`config.mk`:
```
export PLATFORM = sky130hd
export DESIGN_NAME = cacheline_adapter
export DESIGN_NICKNAME = d
export VERILOG_FILES = /design/src/rtl/cacheline_pkg.sv /design/src/rtl/line_beat_buffer.sv /design/src/rtl/cacheline_adapter.sv
export SDC_FILE = /design/constraint.sdc
export NUM_CORES = 1
export LEC_CHECK = 0
export ABC_CLOCK_PERIOD_IN_PS = 2500
export CAP_MARGIN = 20
export CORE_AREA = 3 3 280 282
export DETAILED_ROUTE_END_ITERATION = 6
export DIE_AREA = 0 0 283 285
export GPL_ROUTABILITY_DRIVEN = 0
export GPL_TIMING_DRIVEN = 0
export PLACE_DENSITY = 0.69
export SLEW_MARGIN = 5
export SYNTH_ARGS = -nofsm -noshare
export SYNTH_HDL_FRONTEND = slang
export SYNTH_HIERARCHICAL = 1
export SYNTH_SLANG_ARGS = --single-unit
```
`constraint.sdc`:
```
create_clock -name clk -period 2.5 [get_ports clk]
set_input_delay 0.625 -clock clk [delete_from_list [all_inputs] [get_ports clk]]
set_output_delay 0.625 -clock clk [all_outputs]
set_load 0.05 [all_outputs]
```
`src/rtl/cacheline_pkg.sv`:
```
// Shared types and constants for the cacheline-to-burst adapter.
// Splits a 256-bit line into four 64-bit beats.
package cacheline_pkg;

    localparam int unsigned CL_ADDR_W   = 32;
    localparam int unsigned CL_BEAT_W   = 64;
    localparam int unsigned CL_BEATS    = 4;
    localparam int unsigned CL_LINE_W   = CL_BEAT_W * CL_BEATS;
    localparam int unsigned CL_OFFSET_W = $clog2(CL_LINE_W / 8);

    // Byte-offset bits within a line; cleared to form the burst address.
    localparam logic [CL_ADDR_W-1:0] CL_OFFSET_MASK = CL_ADDR_W'((64'd1 << CL_OFFSET_W) - 64'd1);

    typedef logic [CL_LINE_W-1:0] line_t;
    typedef logic [CL_BEAT_W-1:0] beat_t;

    typedef enum logic [1:0] {
        IDLE  = 2'd0,
        READ  = 2'd1,
        WRITE = 2'd2,
        DONE  = 2'd3
    } state_e;

    function automatic logic [CL_ADDR_W-1:0] align_line_addr(input logic [CL_ADDR_W-1:0] addr);
        return addr & ~CL_OFFSET_MASK;
    endfunction

endpackage

```
`src/rtl/line_beat_buffer.sv`:
```
// Line storage for the adapter: assembles read beats into a line, holds the
// write line for beat slicing, and owns the beat counter.
module line_beat_buffer #(
    parameter int unsigned BEAT_W = 64,
    parameter int unsigned BEATS  = 4,
    parameter int unsigned CNT_W  = $clog2(BEATS)
) (
    input  logic                      clk,
    input  logic                      rst_n,
    input  logic                      cnt_clr_i,
    input  logic                      cnt_inc_i,
    output logic [CNT_W-1:0]          cnt_o,
    input  logic                      line_load_i,
    input  logic [BEAT_W*BEATS-1:0]   line_wdata_i,
    input  logic                      beat_we_i,
    input  logic [BEAT_W-1:0]         beat_wdata_i,
    input  logic [CNT_W-1:0]          beat_sel_i,
    output logic [BEAT_W-1:0]         sel_beat_c_o,
    output logic [BEAT_W*BEATS-1:0]   rd_line_o
);

    localparam int unsigned LINE_W = BEAT_W * BEATS;

    logic [CNT_W-1:0]  cnt_q, cnt_d;
    logic [LINE_W-1:0] rd_line_q, rd_line_d;
    logic [LINE_W-1:0] wr_line_q, wr_line_d;

    // Counter: cleared at acceptance, advanced by the adapter on accepted beats.
    always_comb begin
        cnt_d = cnt_q;
        if (cnt_clr_i) begin
            cnt_d = '0;
        end else if (cnt_inc_i) begin
            cnt_d = cnt_q + CNT_W'(1);
        end
    end

    // Read assembly stores the incoming beat at the current counter slot.
    always_comb begin
        rd_line_d = rd_line_q;
        for (int unsigned k = 0; k < BEATS; k++) begin
            if (beat_we_i && (cnt_q == CNT_W'(k))) begin
                rd_line_d[k*BEAT_W +: BEAT_W] = beat_wdata_i;
            end
        end
    end

    always_comb begin
        wr_line_d = wr_line_q;
        if (line_load_i) begin
            wr_line_d = line_wdata_i;
        end
    end

    // Beat slice of the latched write line selected by beat_sel_i.
    always_comb begin
        sel_beat_c_o = '0;
        for (int unsigned k = 0; k < BEATS; k++) begin
            if (beat_sel_i == CNT_W'(k)) begin
                sel_beat_c_o = wr_line_q[k*BEAT_W +: BEAT_W];
            end
        end
    end

    always_ff @(posedge clk or negedge rst_n) begin
        if (!rst_n) begin
            cnt_q     <= '0;
            rd_line_q <= '0;
            wr_line_q <= '0;
        end else begin
            cnt_q     <= cnt_d;
            rd_line_q <= rd_line_d;
            wr_line_q <= wr_line_d;
        end
    end

    assign cnt_o     = cnt_q;
    assign rd_line_o = rd_line_q;

endmodule

```
`src/rtl/cacheline_adapter.sv`:
```
// Serves one cacheline read/write from an L1 cache as a fixed multi-beat
// burst on the memory port; all outputs are registered.
module cacheline_adapter
    import cacheline_pkg::*;
#(
    parameter int unsigned ADDR_W = CL_ADDR_W,
    parameter int unsigned BEAT_W = CL_BEAT_W,
    parameter int unsigned BEATS  = CL_BEATS
) (
    input  logic                     clk,
    input  logic                     rst_n,
    input  logic                     line_read,
    input  logic                     line_write,
    input  logic [ADDR_W-1:0]        line_addr,
    input  logic [BEAT_W*BEATS-1:0]  line_wdata,
    output logic [BEAT_W*BEATS-1:0]  line_rdata,
    output logic                     line_resp,
    output logic                     burst_read,
    output logic                     burst_write,
    output logic [ADDR_W-1:0]        burst_addr,
    output logic [BEAT_W-1:0]        burst_wdata,
    input  logic [BEAT_W-1:0]        burst_rdata,
    input  logic                     burst_resp
);

    localparam int unsigned LINE_W = BEAT_W * BEATS;
    localparam int unsigned CNT_W  = $clog2(BEATS);
    localparam int unsigned OFF_W  = $clog2(LINE_W / 8);
    localparam logic [CNT_W-1:0]  LAST_BEAT = CNT_W'(BEATS - 1);
    localparam logic [ADDR_W-1:0] OFF_MASK  = ADDR_W'((64'd1 << OFF_W) - 64'd1);

    state_e state_q, state_d;

    logic [CNT_W-1:0]  cnt;
    logic [CNT_W-1:0]  next_sel;
    logic [BEAT_W-1:0] next_beat;
    logic [LINE_W-1:0] rd_line;
    logic              last_beat;
    logic              accept;
    logic              wr_load;
    logic              rd_we;
    logic              cnt_clr;
    logic              cnt_inc;

    logic              line_resp_q,   line_resp_d;
    logic              burst_read_q,  burst_read_d;
    logic              burst_write_q, burst_write_d;
    logic [ADDR_W-1:0] burst_addr_q,  burst_addr_d;
    logic [BEAT_W-1:0] burst_wdata_q, burst_wdata_d;

    assign last_beat = (cnt == LAST_BEAT);

    line_beat_buffer #(
        .BEAT_W (BEAT_W),
        .BEATS  (BEATS),
        .CNT_W  (CNT_W)
    ) u_buf (
        .clk          (clk),
        .rst_n        (rst_n),
        .cnt_clr_i    (cnt_clr),
        .cnt_inc_i    (cnt_inc),
        .cnt_o        (cnt),
        .line_load_i  (wr_load),
        .line_wdata_i (line_wdata),
        .beat_we_i    (rd_we),
        .beat_wdata_i (burst_rdata),
        .beat_sel_i   (next_sel),
        .sel_beat_c_o (next_beat),
        .rd_line_o    (rd_line)
    );

    // State register.
    always_ff @(posedge clk or negedge rst_n) begin
        if (!rst_n) begin
            state_q <= IDLE;
        end else begin
            state_q <= state_d;
        end
    end

    // Next state: write wins a simultaneous request; the last accepted beat ends the burst.
    always_comb begin
        state_d = state_q;
        case (state_q)
            IDLE: begin
                if (line_write) begin
                    state_d = WRITE;
                end else if (line_read) begin
                    state_d = READ;
                end
            end
            READ, WRITE: begin
                if (burst_resp && last_beat) begin
                    state_d = DONE;
                end
            end
            DONE:    state_d = IDLE;
            default: state_d = IDLE;
        endcase
    end

    // Output and buffer control: outputs are computed one cycle ahead and registered.
    always_comb begin
        accept        = (state_q == IDLE) && (line_read || line_write);
        wr_load       = (state_q == IDLE) && line_write;
        rd_we         = (state_q == READ) && burst_resp;
        cnt_clr       = accept;
        cnt_inc       = ((state_q == READ) || (state_q == WRITE)) && burst_resp && !last_beat;
        next_sel      = cnt + CNT_W'(1);
        burst_read_d  = (state_d == READ);
        burst_write_d = (state_d == WRITE);
        line_resp_d   = (state_d == DONE);
        burst_addr_d  = accept ? (line_addr & ~OFF_MASK) : burst_addr_q;
        burst_wdata_d = burst_wdata_q;
        if (wr_load) begin
            burst_wdata_d = line_wdata[BEAT_W-1:0];
        end else if ((state_q == WRITE) && burst_resp && !last_beat) begin
            burst_wdata_d = next_beat;
        end
    end

    always_ff @(posedge clk or negedge rst_n) begin
        if (!rst_n) begin
            line_resp_q   <= 1'b0;
            burst_read_q  <= 1'b0;
            burst_write_q <= 1'b0;
            burst_addr_q  <= '0;
            burst_wdata_q <= '0;
        end else begin
            line_resp_q   <= line_resp_d;
            burst_read_q  <= burst_read_d;
            burst_write_q <= burst_write_d;
            burst_addr_q  <= burst_addr_d;
            burst_wdata_q <= burst_wdata_d;
        end
    end

    assign line_rdata  = rd_line;
    assign line_resp   = line_resp_q;
    assign burst_read  = burst_read_q;
    assign burst_write = burst_write_q;
    assign burst_addr  = burst_addr_q;
    assign burst_wdata = burst_wdata_q;

endmodule

```
# After elaboration in Yosys (flattened, before gate mapping)
# Index checks and enable logic that the tools add are counted.
dict set report op_classes {
  n_addsub 1
  eq_ne 12
  reduce_logical 21
  n_mux 12
}
# op n
set op_table {}
lappend op_table {{two-way mux 64 bit} 6}
lappend op_table {{== test 2 bit (second input constant)} 8}
lappend op_table {{logical AND 1 bit} 12}
lappend op_table {{two-way mux 2 bit} 5}
lappend op_table {{== test 2 x 1 -> 1 bit (second input constant)} 4}
lappend op_table {{logical NOT 2 bit} 3}
lappend op_table {{case mux 2 bit (3 select lines)} 1}
lappend op_table {{nonzero test 2 bit} 2}
lappend op_table {{adder 2 x 1 -> 2 bit (second input constant)} 1}
lappend op_table {{logical OR 1 bit} 2}
lappend op_table {{OR reduction 2 bit} 1}
lappend op_table {{logical NOT 1 bit} 1}
dict set report totals {
  word_cells 58
  output_inout_bits 355
  reg_bits 610
  inputBits 357
}

# Depth between registers and ports, before layout
# Gate-level depths: netlist of run 1.
dict set report logic_depth {
  word_depth 8
  mapped_depth 8
  ltp_nobuf 5
}

# By module
# Netlist of run 1, hierarchy kept.
# module seq_area_each_um2 instances cells_each area_per_inst_um2
set by_module_without_submodules {}
lappend by_module_without_submodules {line_beat_buffer 12862.3 1 1170 20752.4}
lappend by_module_without_submodules {cacheline_adapter 2402.3 1 301 4725.8}

# Least setup slack after synthesis of run 1
# No wires, ideal clock.
dict set report synth_path {
  kind {register -> register}
  startpoint {register u_buf.cnt_q[0], in the netlist u_buf/cnt_o[0]}
  endpoint {register burst_wdata_q[21], in the netlist burst_wdata[21]}
  path_buffers 2
  period_less_slack_ps 2156
  arrival_ps 2031
  stages_incl_launch_ff 7
  t_required_ps 2375
  setup_ps 125
  path_slack_ps 344
  cell_sequence {dfrtp_1 > ha_1 > clkbuf_1 > buf_2 > mux4_2 > mux2_4 > mux2_2}
}
dict set report synth_via {
  elab_chain_len 8
  elab_cells_between_ends 15
  cone_classes {1 x add/sub; 4 x eq/ne; 6 x mux; 4 x reduce/logical}
}
# element line
set synth_rtl {}
lappend synth_rtl {{start, declared} line_beat_buffer.sv:24} ;# logic [CNT_W-1:0] cnt_q, cnt_d;
lappend synth_rtl {{start signal, assigned} line_beat_buffer.sv:71} ;# cnt_q <= cnt_d;
lappend synth_rtl {{adder 2 x 1 -> 2 bit *} cacheline_adapter.sv:109} ;# next_sel = cnt + CNT_W'(1);
lappend synth_rtl {{via next_sel[1]} cacheline_adapter.sv:35} ;# logic [CNT_W-1:0] next_sel;
lappend synth_rtl {{logical NOT 2 bit} line_beat_buffer.sv:59} ;# if (beat_sel_i == CNT_W'(k)) begin
lappend synth_rtl {{two-way mux 64 bit (3 in series)} line_beat_buffer.sv:59}
lappend synth_rtl {{two-way mux 64 bit *} line_beat_buffer.sv:59}
lappend synth_rtl {{via next_beat[21]} cacheline_adapter.sv:36} ;# logic [BEAT_W-1:0] next_beat;
lappend synth_rtl {{two-way mux 64 bit *} cacheline_adapter.sv:117} ;# end else if ((state_q == WRITE) && burst_resp && !last_beat) begin
lappend synth_rtl {{two-way mux 64 bit *} cacheline_adapter.sv:115} ;# if (wr_load) begin
lappend synth_rtl {{end signal, assigned} cacheline_adapter.sv:134} ;# burst_wdata_q <= burst_wdata_d;
lappend synth_rtl {{end, declared} cacheline_adapter.sv:49} ;# logic [BEAT_W-1:0] burst_wdata_q, burst_wdata_d;
# The timed path passes the listed nets; every way through them passes the cells marked *. The select of a mux whose other input is x is not followed.
# A chain may end at the register's enable or synchronous reset.

# Final worst setup path of run 1
dict set report layout_path {
  startpoint {register u_buf.rd_line_q[95], in the netlist u_buf/rd_line_o[95]}
  endpoint {output port line_rdata[95]}
}
# element line
set layout_rtl {}
lappend layout_rtl {{start, declared} line_beat_buffer.sv:25} ;# logic [LINE_W-1:0] rd_line_q, rd_line_d;
lappend layout_rtl {{start signal, assigned} line_beat_buffer.sv:72} ;# rd_line_q <= rd_line_d;
lappend layout_rtl {{end, declared} cacheline_adapter.sv:16} ;# output logic [BEAT_W*BEATS-1:0] line_rdata,
# No word-level cell between the ends.

==> out/summary.txt, run 1 <==
Status -> finished, final reports clean
Drt initial violations -> 651
XOR/XNOR Fraction of Synth Area -> 0.0344%
Setup Skew -> 23.0 ps
Max-slew headroom -> 50.7%
Sequential area share after synthesis -> 59.9%
Adder-cell share of the synthesized area -> 0.442%
Simple-gate share of the synthesized area -> 0.339%
Worst Path Buf+Inv -> 1
Post-DP HPWL -> 61100 um
Maximum vdd ir drop -> 730 uV
Sequential share of power -> 31.5%
Routed WL -> 80300 um
Unrepaired setup endpoints after global routing -> yes
DR vias/cell -> 4.73
Pwr Density -> 1430 nW/um2
Power share of the combinational group -> 48.7%
Post-route cell area -> 36400 um2
Layout cells sized above 1 -> 40.7%
Initial antenna violation count -> 19
Top Family by Delay on Critical Path -> buffers and inverters
Residual DRC -> 0
Die Width -> 283 um
Number of synthesized flops with an enable pin -> 0
Unique masters post-synth -> 29
First-pass DRT Iterations -> 4
Critical path's largest stage delay -> 880 ps
Post CTS Setup Buffer Count -> 0
Final nets -> 2620
Clk root buf -> clkbuf_16
Compound-gate portion of the synthesized area -> 0.260%
Min Hold Slack -> 496 ps
Slowest-stage cell, CP -> clkdlybuf4s50_1
Async SR Flop Fraction -> 100%
Per-cell routed wire length -> 24.0 um
Psw -> 20300 uW
Num rows -> 101
Total track usage -> 19.6%
Die ar. -> 80700 um2
Max_cap viols -> 0
Critical path capture point type -> primary output
Clock Latency Late Sink -> 600 ps
CP startpoint kind -> register
Largest family of logic cells by synthesized area -> multiplexers
HP Class -> input port to asynchronous set/reset pin
Slew @ Worst Pin -> 743 ps
Most used routing layer -> met2
Clk network pwr share -> 19.8%
Area Growth Syn to Fin -> 43.0%
I/O pins -> 712
Cells after Synth -> 1471
Critical path arrival -> 1830 ps
Clk buf depth -> 3
Vias in the first global route -> 17800
CTS Buf Count -> 70
Core Area -> 75900 um2
Largest net degree at the start of global routing -> 120
Max Slew Vio Count -> 0
Post-route insts no fill -> 3351
PortBufs -> 701
Post-route antenna net violation count -> 0
Met2 Resource Use GR -> 34.2%
Global routing usage on met1 -> 21.7%
Lkg Pwr -> 0.0160 uW
Clk pin slew, worst setup/hold paths -> 60 ps
Post-Syn Area -> 25500 um2
Ys flop type -> dfrtp_1
Kind of critical path -> register to primary output
Max Freq -> 407 MHz
Final hold violation count -> 0
Worst-path maximum fanout -> 2
Synthesis Warnings -> 6
Period utilisation layout -> 98.3%
Internal power -> 31900 uW
First-pass GRT wire length -> 118000 um
WP data required -> 1880 ps
Mux contribution to synthesized area -> 35.9%
Initial core utilization -> 33.5%
Sw Ratio -> 38.9%
Clock net sink count -> 610
Die Y -> 285 um
Final core utilization -> 48.0%
Final min period -> 2460 ps
Via count -> 15800
Syn_area_per_cell -> 17.3 um2
Crit-path cells -> clkdlybuf4s50_1
Placed cell count -> 3212
Max H-tree Level -> 3
Met3 usage -> 6.48%
Total grt overflow -> 0
Post-DP Area -> 34000 um2
Fill cell count -> 6471
#FFs+latches synth -> 610
CTS tree -> built
Final setup viols -> 0
-- power groups by stage --
stage / Sequential, uW / Combinational [uW] / Clock, uW
2_1_floorplan: 23300 / 10200 / 0
3_3_place_gp: 16500 / 25300 / 0
3_5_place_dp: 16600 / 25700 / 0
4_1_cts: 16500 / 25800 / 10700
5_1_grt: 16900 / 26600 / 11100
6_report: 16400 / 25500 / 10400
-- cells in the final DEF, fill, tap and decap left out, drive strengths merged, types with 4 or more instances in the layout --
| cell | count |
|---|---|
| bufinv | 4 |
| mux2 | 665 |
| mux4 | 64 |
| nand2 | 5 |
| dlygate4sd2 | 37 |
| clkinv | 12 |
| inv | 14 |
| buf | 69 |
| dfrtp | 610 |
| dlymetal6s2s | 16 |
| clkdlybuf4s50 | 647 |
| clkbuf | 125 |
| ha | 9 |
| diode | 15 |
| conb | 5 |
-- path summary, 6_finish.rpt --
| kind | from | endpoint | slack, ps | cells after the start |
|---|---|---|---|---|
| setup / recovery | u_buf/rd_line_o[95]$_DFFE_PN0P_ | line_rdata[95] | 40 | 1 |
| hold / removal | rst_n | burst_addr[22]$_DFFE_PN0P_ | 500 | 2 |
| hold reg to reg | burst_wdata[53]$_DFFE_PN0P_ | burst_wdata[53]$_DFFE_PN0P_ | 500 | 1 |
| max in group asynchronous | rst_n | u_buf/wr_line_q[146]$_DFFE_PN0P_ | 400 | 5 |
| setup reg to reg | state_q[0]$_DFF_PN0_ | u_buf/wr_line_q[131]$_DFFE_PN0P_ | 60 | 8 |
| min in group clk | burst_wdata[53]$_DFFE_PN0P_ | burst_wdata[53]$_DFFE_PN0P_ | 500 | 1 |
-- kinds of logic after synthesis --
kind of cell | count (synthesis)
simple gates | 15
buf+inv | 95
xor+xnor | 1
other cells | 1
mux | 732
flops | 610
fa+ha+maj | 9
compound gates | 8
-- flip-flops by register name, summed over array words and instances (netlist names) --
name             cells
u_buf/wr_line_q    256
burst_addr          27
line_resp            1
burst_read           1
burst_write          1
state_q              2
burst_wdata         64
u_buf/rd_line_o    256
u_buf/cnt_o          2
-- synthesized netlist by cell type, drive strengths merged, types with 2 or more instances --
cell / n / area (um2)
mux2: 665 / 7670
clkbuf: 23 / 307
mux2i: 3 / 30.0
a21oi: 3 / 15.0
buf: 63 / 455
ha: 9 / 113
and2: 2 / 15.0
inv: 9 / 33.8
o21ai: 2 / 13.8
nor2: 3 / 11.3
and3: 2 / 12.5
mux4: 64 / 1440
dfrtp: 610 / 15300
nand2: 5 / 28.8
-- through the flow --
stage,TNS (ps),total power [uW],setup slack [ps]
detailed placement,-198710,42300,-651
global placement,-,41700,-25820
global route,-388,54600,-27.9
floorplan,0,33600,344
finish,0,52300,42.8
CTS,0,52900,1.81
-- what timing repair did --
action,4_1_cts,5_1_grt
hold buffers,1,0
setup endpoints to repair,341,50
resized for setup,65,18
endpoints found under the hold margin,36,0
-- layout make-up --
type	instances	area, um2	share of cell area (%)
Clock buffer	102	2040	5.61
Sequential cell	610	15300	41.9
Tap cell	1030	1290	3.54
Buffer	85	830	2.28
Clock inverter	22	293	0.804
Antenna cell	15	37.5	0.103
Inverter	9	33.8	0.0927
Timing Repair Buffer	708	7190	19.7
Multi-Input combinational cell	770	9450	25.9
-- routing by layer --
layer / vias up / part of all wire [%]
li1: 6941 / -
met1: 8191 / 37
met2: 544 / 51
met3: 150 / 7.6
met4: 10 / 3.8
met5: - / 0.081
(Power assumes the default switching activity.)
==> inputs of run 2 (changes only) <==
- SYNTH_HIERARCHICAL: 1 -> unset
==> out/summary.txt, run 2 <==
CTS Buf Count -> 72
Residual DRC -> 0
Post-DP HPWL -> 70300 um
Worst-path maximum fanout -> 2
Kind of critical path -> register to primary output
Initial core utilization -> 33.6%
Total track usage -> 23.2%
Most common cell in the netlist -> nand2_1
Most frequent cells in the layout -> nand2_1, dfrtp_1, clkdlybuf4s50_1
Clk root buf -> clkbuf_16
Initial antenna violation count -> 9
Final min period -> 2450 ps
Lkg Pwr -> 0.0184 uW
Vias in the first global route -> 20700
HP Class -> register to register
Post-route antenna net violation count -> 0
WP data required -> 1880 ps
Commonest non-fill, non-tap cell in the layout -> nand2_1
Power share of the combinational group -> 47.5%
Number of synthesized flops with an enable pin -> 0
Sequential share of power -> 31.5%
Ys flop type -> dfrtp_1
CP startpoint kind -> register
Internal power -> 29400 uW
Max Freq -> 407 MHz
Cell taking the most area after synthesis -> dfrtp_1
Clk buf depth -> 3
Power Total -> 52400 uW
Top cell type's share of synthesized area -> 59.9%
Layout cells sized above 1 -> 22.1%
Top cells by area, synth -> dfrtp_1, mux2_2, nand2_1, o221ai_2, o211ai_2
PnR worst setup slack -> 45.3 ps
Clk pin slew, worst setup/hold paths -> 50 ps
Pwr Density -> 1430 nW/um2
Syn_area_per_cell -> 12.1 um2
Routed WL -> 95100 um
Critical path capture point type -> primary output
Slew @ Worst Pin -> 823 ps
Area Growth Syn to Fin -> 43.8%
Final hold violation count -> 0
Clk network pwr share -> 21.0%
Max-slew headroom -> 45.4%
Post CTS Setup Buffer Count -> 0
Sw Ratio -> 43.9%
Drt initial violations -> 1166
Status -> finished, final reports clean
Final setup viols -> 0
First-pass GRT wire length -> 141000 um
Via count -> 19600
Final nets -> 3260
Psw -> 23000 uW
PortBufs -> 700
Max H-tree Level -> 3
Slowest-stage cell, CP -> clkdlybuf4s50_1
Worst Path Buf+Inv -> 1
Sequential area share after synthesis -> 59.9%
#FFs+latches synth -> 610
Largest net degree at the start of global routing -> 116
Async SR Flop Fraction -> 100%
Die ar. -> 80700 um2
I/O pins -> 712
Pre-CTS setup slack -> -594 ps
Maximum vdd ir drop -> 922 uV
Max Slew Vio Count -> 0
Fill cell count -> 6848
Total grt overflow -> 0
Per-cell routed wire length -> 23.9 um
Clock net sink count -> 610
Crit-path cells -> clkdlybuf4s50_1
Core Area -> 75900 um2
Critical path's largest stage delay -> 860 ps
CTS tree -> built
Unrepaired setup endpoints after global routing -> no
List of most frequent post-synthesis cells -> nand2_1, dfrtp_1, mux2_2, nand3_1
Period utilisation layout -> 98.2%
Critical path arrival -> 1830 ps
Clock Latency Late Sink -> 630 ps
Cells after Synth -> 2109
Die Y -> 285 um
Die Width -> 283 um
Setup Skew -> 48.2 ps
Post-Syn Area -> 25500 um2
Top Family by Delay on Critical Path -> buffers and inverters
Unique masters post-synth -> 36
DR vias/cell -> 4.91
Synthesis Warnings -> 0
First-pass DRT Iterations -> 5
Max_cap viols -> 0
Num rows -> 101
[run 2: changes by cell type in the layout (fill, tap and decap cells not counted), moves of 64 or more]
cell / change
nand2_1: +773
mux2_2: -334
clkdlybuf4s50_1: -94
dlymetal6s2s_1: +75
nand3_1: +65
mux4_2: -64
[run 2: worst paths after layout]
path                                                 start                          endpoint  slack [ps]  cells after the start
setup / recovery            u_buf.rd_line_o[8]$_DFFE_PN0P_                     line_rdata[8]          50                      1
hold / removal             u_buf.wr_line_q[30]$_DFFE_PN0P_   u_buf.wr_line_q[30]$_DFFE_PN0P_         470                      2
setup reg to reg                u_buf.cnt_o[1]$_DFFE_PN0P_       burst_wdata[33]$_DFFE_PN0P_         170                      6
hold reg to reg            u_buf.wr_line_q[30]$_DFFE_PN0P_   u_buf.wr_line_q[30]$_DFFE_PN0P_         470                      2
max in group asynchronous                            rst_n        burst_addr[24]$_DFFE_PN0P_         210                      5
min in group asynchronous                            rst_n  u_buf.wr_line_q[175]$_DFFE_PN0P_         530                      2
[run 2: area by class of cell]
type	count	area [um2]	share of cell area (%)
tap	1030	1290	3.52
timing repair buffer	707	7330	20.0
antenna	4	10.0	0.0273
clock buffer	97	2090	5.70
buffer	143	1120	3.06
clock inverter	31	420	1.15
inverter	7	26.3	0.0717
sequential	610	15300	41.7
multi-input combinational	1353	9090	24.8
[run 2: per-layer routing]
| metal | up-vias | wire length (um) | GRT usage, % |
|---|---|---|---|
| met5 | - | 49 | 0 |
| met1 | 9850 | 36800 | 27.7 |
| li1 | 8777 | - | - |
| met4 | 8 | 2400 | 5.98 |
| met3 | 133 | 8590 | 7.90 |
| met2 | 796 | 47300 | 40.3 |
[run 2: logic make-up after synthesis]
family | Yosys count | share of synthesized area, %
AOI/OAI and AO/OA | 199 | 9.41
buffers and inverters | 150 | 4.49
xor gates and xnor gates | 1 | 0.0344
muxes | 283 | 12.5
adders and majority gates | 9 | 0.442
other | 1 | 0.0147
DFF | 610 | 59.9
and+or+nand+nor | 856 | 13.2
[run 2: stage by stage]
step | util [%] | setup TNS [ps] | hold slack [ps] | std cells | area (um2)
after detailed placement | 44.7 | -88460 | 465 | 3849 | 34000
after global routing | 48.2 | 0 | 455 | 3978 | 36600
after CTS | 47.9 | 0 | 440 | 3978 | 36400
after floorplan | - | 0 | 329 | 2113 | 25500
final | 48.2 | 0 | 474 | 3982 | 36600
after global placement | 44.5 | - | 459 | 3843 | 33800
[run 2: timing repair]
item,4_1_cts,5_1_grt
cloned,0,0
gates resized for setup,61,90
setup endpoints to repair,107,254
endpoints found under the hold margin,67,0
hold buffers,1,0
[run 2: power groups by stage]
stage	sequential [uW]	clock, uW	combinational [uW]
2_1_floorplan	23200	0	9380
3_3_place_gp	16600	0	25100
3_5_place_dp	16600	0	25300
4_1_cts	16500	11300	25200
5_1_grt	16900	11700	26400
6_report	16500	11000	24900
==> inputs of run 3 (changes only) <==
- SKIP_LAST_GASP: unset -> 1
==> results of run 3 <==
The final DEF is identical to that of run 2; final timing and power are the same.
